==> src/rtl/imem_loader_pkg.sv <==
// Shared types and constants for the instruction-memory loader.
package imem_loader_pkg;

   // Loader states. S_CSUM is reachable only in checksum builds.
   typedef enum logic [2:0] {
      S_IDLE,
      S_HDR0,
      S_HDR1,
      S_DATA,
      S_CSUM,
      S_DONE
   } state_t;

   localparam int HDR_BYTES   = 2;  // 16-bit little-endian word count
   localparam int WORD_BYTES  = 4;  // bytes per instruction word
   localparam int WORD_STRIDE = 4;  // byte-address step between words

endpackage

==> src/rtl/imem_loader_packer.sv <==
// byte_to_word_packer: assembles little-endian bytes into 32-bit words.
// Lane 0 fills bits [7:0]; the byte on the last lane completes the word, which
// is presented on the next cycle with a one-cycle word_valid. The lane is
// retained indefinitely while byte_valid is low.
module byte_to_word_packer
   import imem_loader_pkg::*;
(
   input  logic        clk,
   input  logic        rst,
   input  logic        clear,
   input  logic [7:0]  byte_data,
   input  logic        byte_valid,
   output logic [1:0]  lane,
   output logic [31:0] word,
   output logic        word_valid
);

   localparam logic [1:0] LAST_LANE = 2'(WORD_BYTES - 1);

   logic [23:0] partial;

   // Collect lanes 0..2, then emit the full word when the last lane arrives.
   always_ff @(posedge clk or posedge rst) begin
      // NOTE: non-blocking assignments so every register samples pre-edge values.
      if (rst) begin
         lane       <= '0;
         partial    <= '0;
         word       <= '0;
         word_valid <= 1'b0;
      end else begin
         word_valid <= 1'b0;
         if (clear) begin
            lane    <= '0;
            partial <= '0;
         end else if (byte_valid) begin
            if (lane == LAST_LANE) begin
               word       <= {byte_data, partial};
               word_valid <= 1'b1;
               lane       <= '0;
            end else begin
               case (lane)
                  2'd0:    partial[7:0]   <= byte_data;
                  2'd1:    partial[15:8]  <= byte_data;
                  default: partial[23:16] <= byte_data;
               endcase
               lane <= lane + 2'd1;
            end
         end
      end
   end

endmodule

==> src/rtl/imem_loader.sv <==
// imem_loader: streams a program image (16-bit word count, then little-endian
// words) into the instruction memory while holding the CPU in reset.
// Build option: define IMEM_LOADER_CHECKSUM_EN to require a trailing XOR
// checksum byte covering the header and all data bytes.
module imem_loader
   import imem_loader_pkg::*;
#(
   parameter int                IMEM_DEPTH = 1024,
   parameter int                ADDR_W     = 32,
   parameter logic [ADDR_W-1:0] BASE_ADDR  = '0
) (
   input  logic              clk,
   input  logic              rst,
   input  logic              load_start,
   input  logic [7:0]        in_data,
   input  logic              in_valid,
   output logic              in_ready,
   output logic              imem_we,
   output logic [ADDR_W-1:0] imem_addr,
   output logic [31:0]       imem_wdata,
   output logic              cpu_rst_hold,
   output logic              done,
   output logic              err
);

`ifdef IMEM_LOADER_CHECKSUM_EN
   localparam state_t END_STATE = S_CSUM;
`else
   localparam state_t END_STATE = S_DONE;
`endif

   state_t      state, next_state;
   logic [15:0] n_words;
   logic [15:0] word_cnt;
   logic        ovf_q;
   logic [1:0]  lane;
   logic        word_valid;
   logic        start_go;
   logic        accept;
   logic        data_accept;
   logic        word_end;
   logic        last_word;
   logic        word_ovf;
`ifdef IMEM_LOADER_CHECKSUM_EN
   logic [7:0]  csum;
`endif

   assign start_go    = load_start && (state == S_IDLE || state == S_DONE);
   assign accept      = in_valid && in_ready;
   assign data_accept = accept && (state == S_DATA);
   assign word_end    = data_accept && (lane == 2'(WORD_BYTES - 1));
   assign last_word   = word_end && (word_cnt == n_words - 16'd1);
   assign word_ovf    = {16'd0, word_cnt} >= 32'(IMEM_DEPTH);

   // Words past the end of the memory are consumed but never written.
   assign imem_we = word_valid && !ovf_q;

   byte_to_word_packer u_packer (
      .clk        (clk),
      .rst        (rst),
      .clear      (start_go),
      .byte_data  (in_data),
      .byte_valid (data_accept),
      .lane       (lane),
      .word       (imem_wdata),
      .word_valid (word_valid)
   );

   // State register.
   always_ff @(posedge clk or posedge rst) begin
      if (rst) state <= S_IDLE;
      else     state <= next_state;
   end

   // Next-state decode plus state-derived handshake/status outputs.
   always_comb begin
      // NOTE: defaults first so no path leaves a signal unassigned (no latches).
      next_state = state;
      in_ready   = 1'b0;
      done       = 1'b0;
      case (state)
         S_IDLE: if (start_go) next_state = S_HDR0;
         S_HDR0: begin
            in_ready = 1'b1;
            if (accept) next_state = S_HDR1;
         end
         S_HDR1: begin
            in_ready = 1'b1;
            if (accept) next_state = ({in_data, n_words[7:0]} == 16'd0) ? END_STATE : S_DATA;
         end
         S_DATA: begin
            in_ready = 1'b1;
            if (last_word) next_state = END_STATE;
         end
`ifdef IMEM_LOADER_CHECKSUM_EN
         S_CSUM: begin
            in_ready = 1'b1;
            if (accept) next_state = S_DONE;
         end
`endif
         S_DONE: begin
            done = 1'b1;
            if (start_go) next_state = S_HDR0;
         end
         default: next_state = S_IDLE;
      endcase
   end

   // Header capture, word counting, address generation, error and CPU hold.
   always_ff @(posedge clk or posedge rst) begin
      if (rst) begin
         n_words      <= '0;
         word_cnt     <= '0;
         ovf_q        <= 1'b0;
         imem_addr    <= BASE_ADDR;
         err          <= 1'b0;
         cpu_rst_hold <= 1'b1;
`ifdef IMEM_LOADER_CHECKSUM_EN
         csum         <= '0;
`endif
      end else if (start_go) begin
         n_words      <= '0;
         word_cnt     <= '0;
         ovf_q        <= 1'b0;
         imem_addr    <= BASE_ADDR;
         err          <= 1'b0;
         cpu_rst_hold <= 1'b1;
`ifdef IMEM_LOADER_CHECKSUM_EN
         csum         <= '0;
`endif
      end else begin
         if (accept && state == S_HDR0) n_words[7:0]  <= in_data;
         if (accept && state == S_HDR1) n_words[15:8] <= in_data;
         if (word_end) begin
            word_cnt <= word_cnt + 16'd1;
            ovf_q    <= word_ovf;
            if (word_ovf) err <= 1'b1;
         end
         if (word_valid) imem_addr <= imem_addr + ADDR_W'(WORD_STRIDE);
         // The final write lands in the first DONE cycle; release the CPU after it.
         if (state == S_DONE) cpu_rst_hold <= 1'b0;
`ifdef IMEM_LOADER_CHECKSUM_EN
         if (accept && state != S_CSUM) csum <= csum ^ in_data;
         if (accept && state == S_CSUM && in_data != csum) err <= 1'b1;
`endif
      end
   end

endmodule

==> config.mk <==
export PLATFORM = sky130hd
export DESIGN_NAME = imem_loader
export DESIGN_NICKNAME = d
export VERILOG_FILES = /design/src/rtl/imem_loader_pkg.sv /design/src/rtl/imem_loader_packer.sv /design/src/rtl/imem_loader.sv
export SDC_FILE = /design/constraint.sdc
export NUM_CORES = 1
export LEC_CHECK = 0
export CAP_MARGIN = 20
export CELL_PAD_IN_SITES_DETAIL_PLACEMENT = 0
export CELL_PAD_IN_SITES_GLOBAL_PLACEMENT = 1
export CORE_AREA = 2 2 120 122
export DETAILED_ROUTE_END_ITERATION = 8
export DIE_AREA = 0 0 122 124
export GPL_ROUTABILITY_DRIVEN = 0
export GPL_TIMING_DRIVEN = 1
export PLACE_DENSITY_LB_ADDON = 0.2
export SLEW_MARGIN = 20
export SYNTH_ARGS = -nofsm -noshare
export SYNTH_HDL_FRONTEND = slang
export SYNTH_SLANG_ARGS = --single-unit
==> constraint.sdc <==
create_clock -name clk -period 9.85 [get_ports clk]
set_input_delay 1.4775 -clock clk [delete_from_list [all_inputs] [get_ports clk]]
set_output_delay 1.4775 -clock clk [all_outputs]
set_load 0.02 [all_outputs]
==> metrics.yaml <==
finalSetupTns_ns: 0
start_kind: "input port"
wl_um: 14810
seqPwrFrac_pct: 39.2
viasPerCell: 5.244
switching_share_pct: 34.27
ios: 81
drtIter0Drc: 304
cts_root_buf: "clkbuf_16"
synth_commonest_cells: "nand2_1 (138), dfrtp_1 (126), nor2_1 (89)"
avgSynthCellArea_um2: 9.416
hold_viol: 0
synth-edff-count: 0
crit_family: "buffers and inverters"
core_area_um2: 13720
grt_max_degree: 85
finalNetCount: 739
cp.buffers_inverters: 2
max_freq_mhz: 296.7
crit_chain: "clkdlybuf4s50_1 -> and4b_1 -> nand2_1 -> inv_2 -> nand3_1 -> xor2_1 -> nor2_1"
slowest_delay_ns: 0.63
postCtsHoldBufs: 0
ys_seq_elements: 127
synth-main-ff-cell: "dfrtp_1"
relSlewSlack_pct: 39.05
combinationalPowerShare_pct: 31.3
setup_violations: 0
grt_setup_unrepaired: "no"
diodes: 0
worstMarginPinSlew_ns: 0.9143
synth_most_common_cell: "nand2_1"
clkPwrFrac_pct: 29.5
clkLatencyLatePin_ns: 0.42
cts_buffers: 17
synth_top_area_share_pct: 50.89
routedWlPerCell_um: 16.22
numPortBuffers: 78
max_cap_violations: 0
period_share_pct: 34.22
grt_usage_pct: 21.09
die_w_um: 122
yosys.area.top_type: "dfrtp_1"
yosysWarnings: 0
cts_setup_buffers: 0
grt_antenna_before_repair: 0
hpwl_um: 9633
cts.clk_slew.worst_paths_ns: 0.05
dr.pass1.iters: 5
antenna_left: 0
finalCriticalPeriod_ns: 3.371
yosysSeqAreaShare_pct: 51.31
ir_drop_v: 0.0001634
vias: 4788
synth.distinct_cells: 58
synthCells: 658
drive_above_1_share_pct: 7.094
p_switching_uw: 726.4
cp.required_ns: 10.11
cp.arrival_ns: 3.63
hp-class: "reg -> reg"
die_h_um: 124
rows: 43
fin_util_pct: 55.86
synth_area_um2: 6196
die-area_um2: 15130
ctsResizeCount: 0
final_max_slew_viol_count: 0
synth_area_leaders: "dfrtp_1 (51%), nand2_1 (8.4%), nor2_1 (5.4%), mux2i_1 (5.2%), xnor2_1 (3.8%)"
total_leakage_power_nw: 3.369
grt_pass1_wl_um: 24460
drc_errors: 0
power_density_nw_per_um2: 276.5
slowest_stage: "clkdlybuf4s50_1"
intPower_mw: 1.393
n_fill_cell: 1210
clock_sinks: 127
crit_type: "in -> reg"
grt_pass1_vias: 4794
synthArstFlopShare_pct: 100.0
status: "finished, final reports clean"
finalClockSkew_ns: 0.009994
clock_path_buffers: 2
endpoint_kind: "register"
cts_tree: "built"
start_util_pct: 45.16
syn2layout_area_growth_pct: 23.69
grt_overflow: 0
htreeDepth: 4
cp_max_fo: 37
[registers in the layout, indices dropped and copies added (netlist names)]
name / count
n_words: 16
word_cnt: 16
err: 1
cpu_rst_hold: 1
u_packer.word_valid: 1
imem_addr: 30
state: 3
u_packer.lane: 2
u_packer.partial: 24
ovf_q: 1
u_packer.word: 32
[placed cells by master, fill, tap and decap left out, drive strengths merged, types with 22 or more instances in the layout]
cell,n
a21oi,23
clkbuf,22
clkdlybuf4s50,78
dfrtp,126
mux2i,32
nand2,138
nor2,89
xnor2,27
xor2,25
[stage by stage]
step,power (mW),cells,setup WS [ns],area [um^2],hold slack [ns]
6_report,2.119,913,6.479,7664,0.4656
5_1_grt,2.247,913,6.262,7664,0.4904
4_1_cts,2.134,913,6.478,7655,0.4667
3_5_place_dp,1.496,881,6.054,7061,0.4545
3_3_place_gp,1.481,881,6.088,7061,0.4504
2_1_floorplan,1.225,659,4.990,6200,0.4380
[final cells by class]
type                       instances  area [um^2]  share of cell area (%)
sequential                       127         3179                   41.49
tap                              180        225.2                   2.939
inverter                          15        58.81                  0.7673
clock buffer                      22        484.2                   6.318
timing repair buffer              82        810.8                   10.58
clock inverter                    10        110.1                   1.437
multi-input combinational        477         2795                   36.47
[power groups by stage]
stage | clock, mW | combinational [mW] | sequential (mW)
after floorplan | 0 | 0.329 | 0.897
after CTS | 0.638 | 0.666 | 0.830
after global routing | 0.662 | 0.732 | 0.854
after global placement | 0 | 0.652 | 0.829
after detailed placement | 0 | 0.662 | 0.834
final | 0.626 | 0.663 | 0.831
[layer usage]
metal	global-route usage, %	part of all wire (%)
met1	28.51	48
met2	32.72	47
met3	5.678	3.7
met4	7.687	1.2
met5	0	0
[worst paths after layout]
| check | startpoint | end | slack (ns) | cells past startpoint |
|---|---|---|---|---|
| min in group asynchronous | rst | u_packer.word[2] | 1.59 | 2 |
| hold reg to reg | u_packer.partial[20] | u_packer.word[20] | 0.47 | 2 |
| hold / removal | u_packer.partial[20] | u_packer.word[20] | 0.47 | 2 |
| setup reg to reg | n_words[0] | state[1] | 7.23 | 8 |
| setup / recovery | in_valid | word_cnt[3] | 6.48 | 7 |
| max in group asynchronous | rst | state[0] | 7.01 | 3 |
[logic make-up after synthesis]
kind of cell	share of synthesized area, %
AND/OR/NAND/NOR	24.35
flip-flops	51.31
AO/OA/AOI/OAI	6.442
buffers and inverters	3.897
XOR/XNOR	7.351
multiplexers	5.170
adder cells (fa/ha/maj)	1.414
other	0.06052
[worst min-delay path, cell delays in order (launching register included)]
cell,delay (ns)
dfrtp_1,0.34
nand2_1,0.05
nand2_1,0.05
Note: power is estimated with default switching activity, not from simulation.
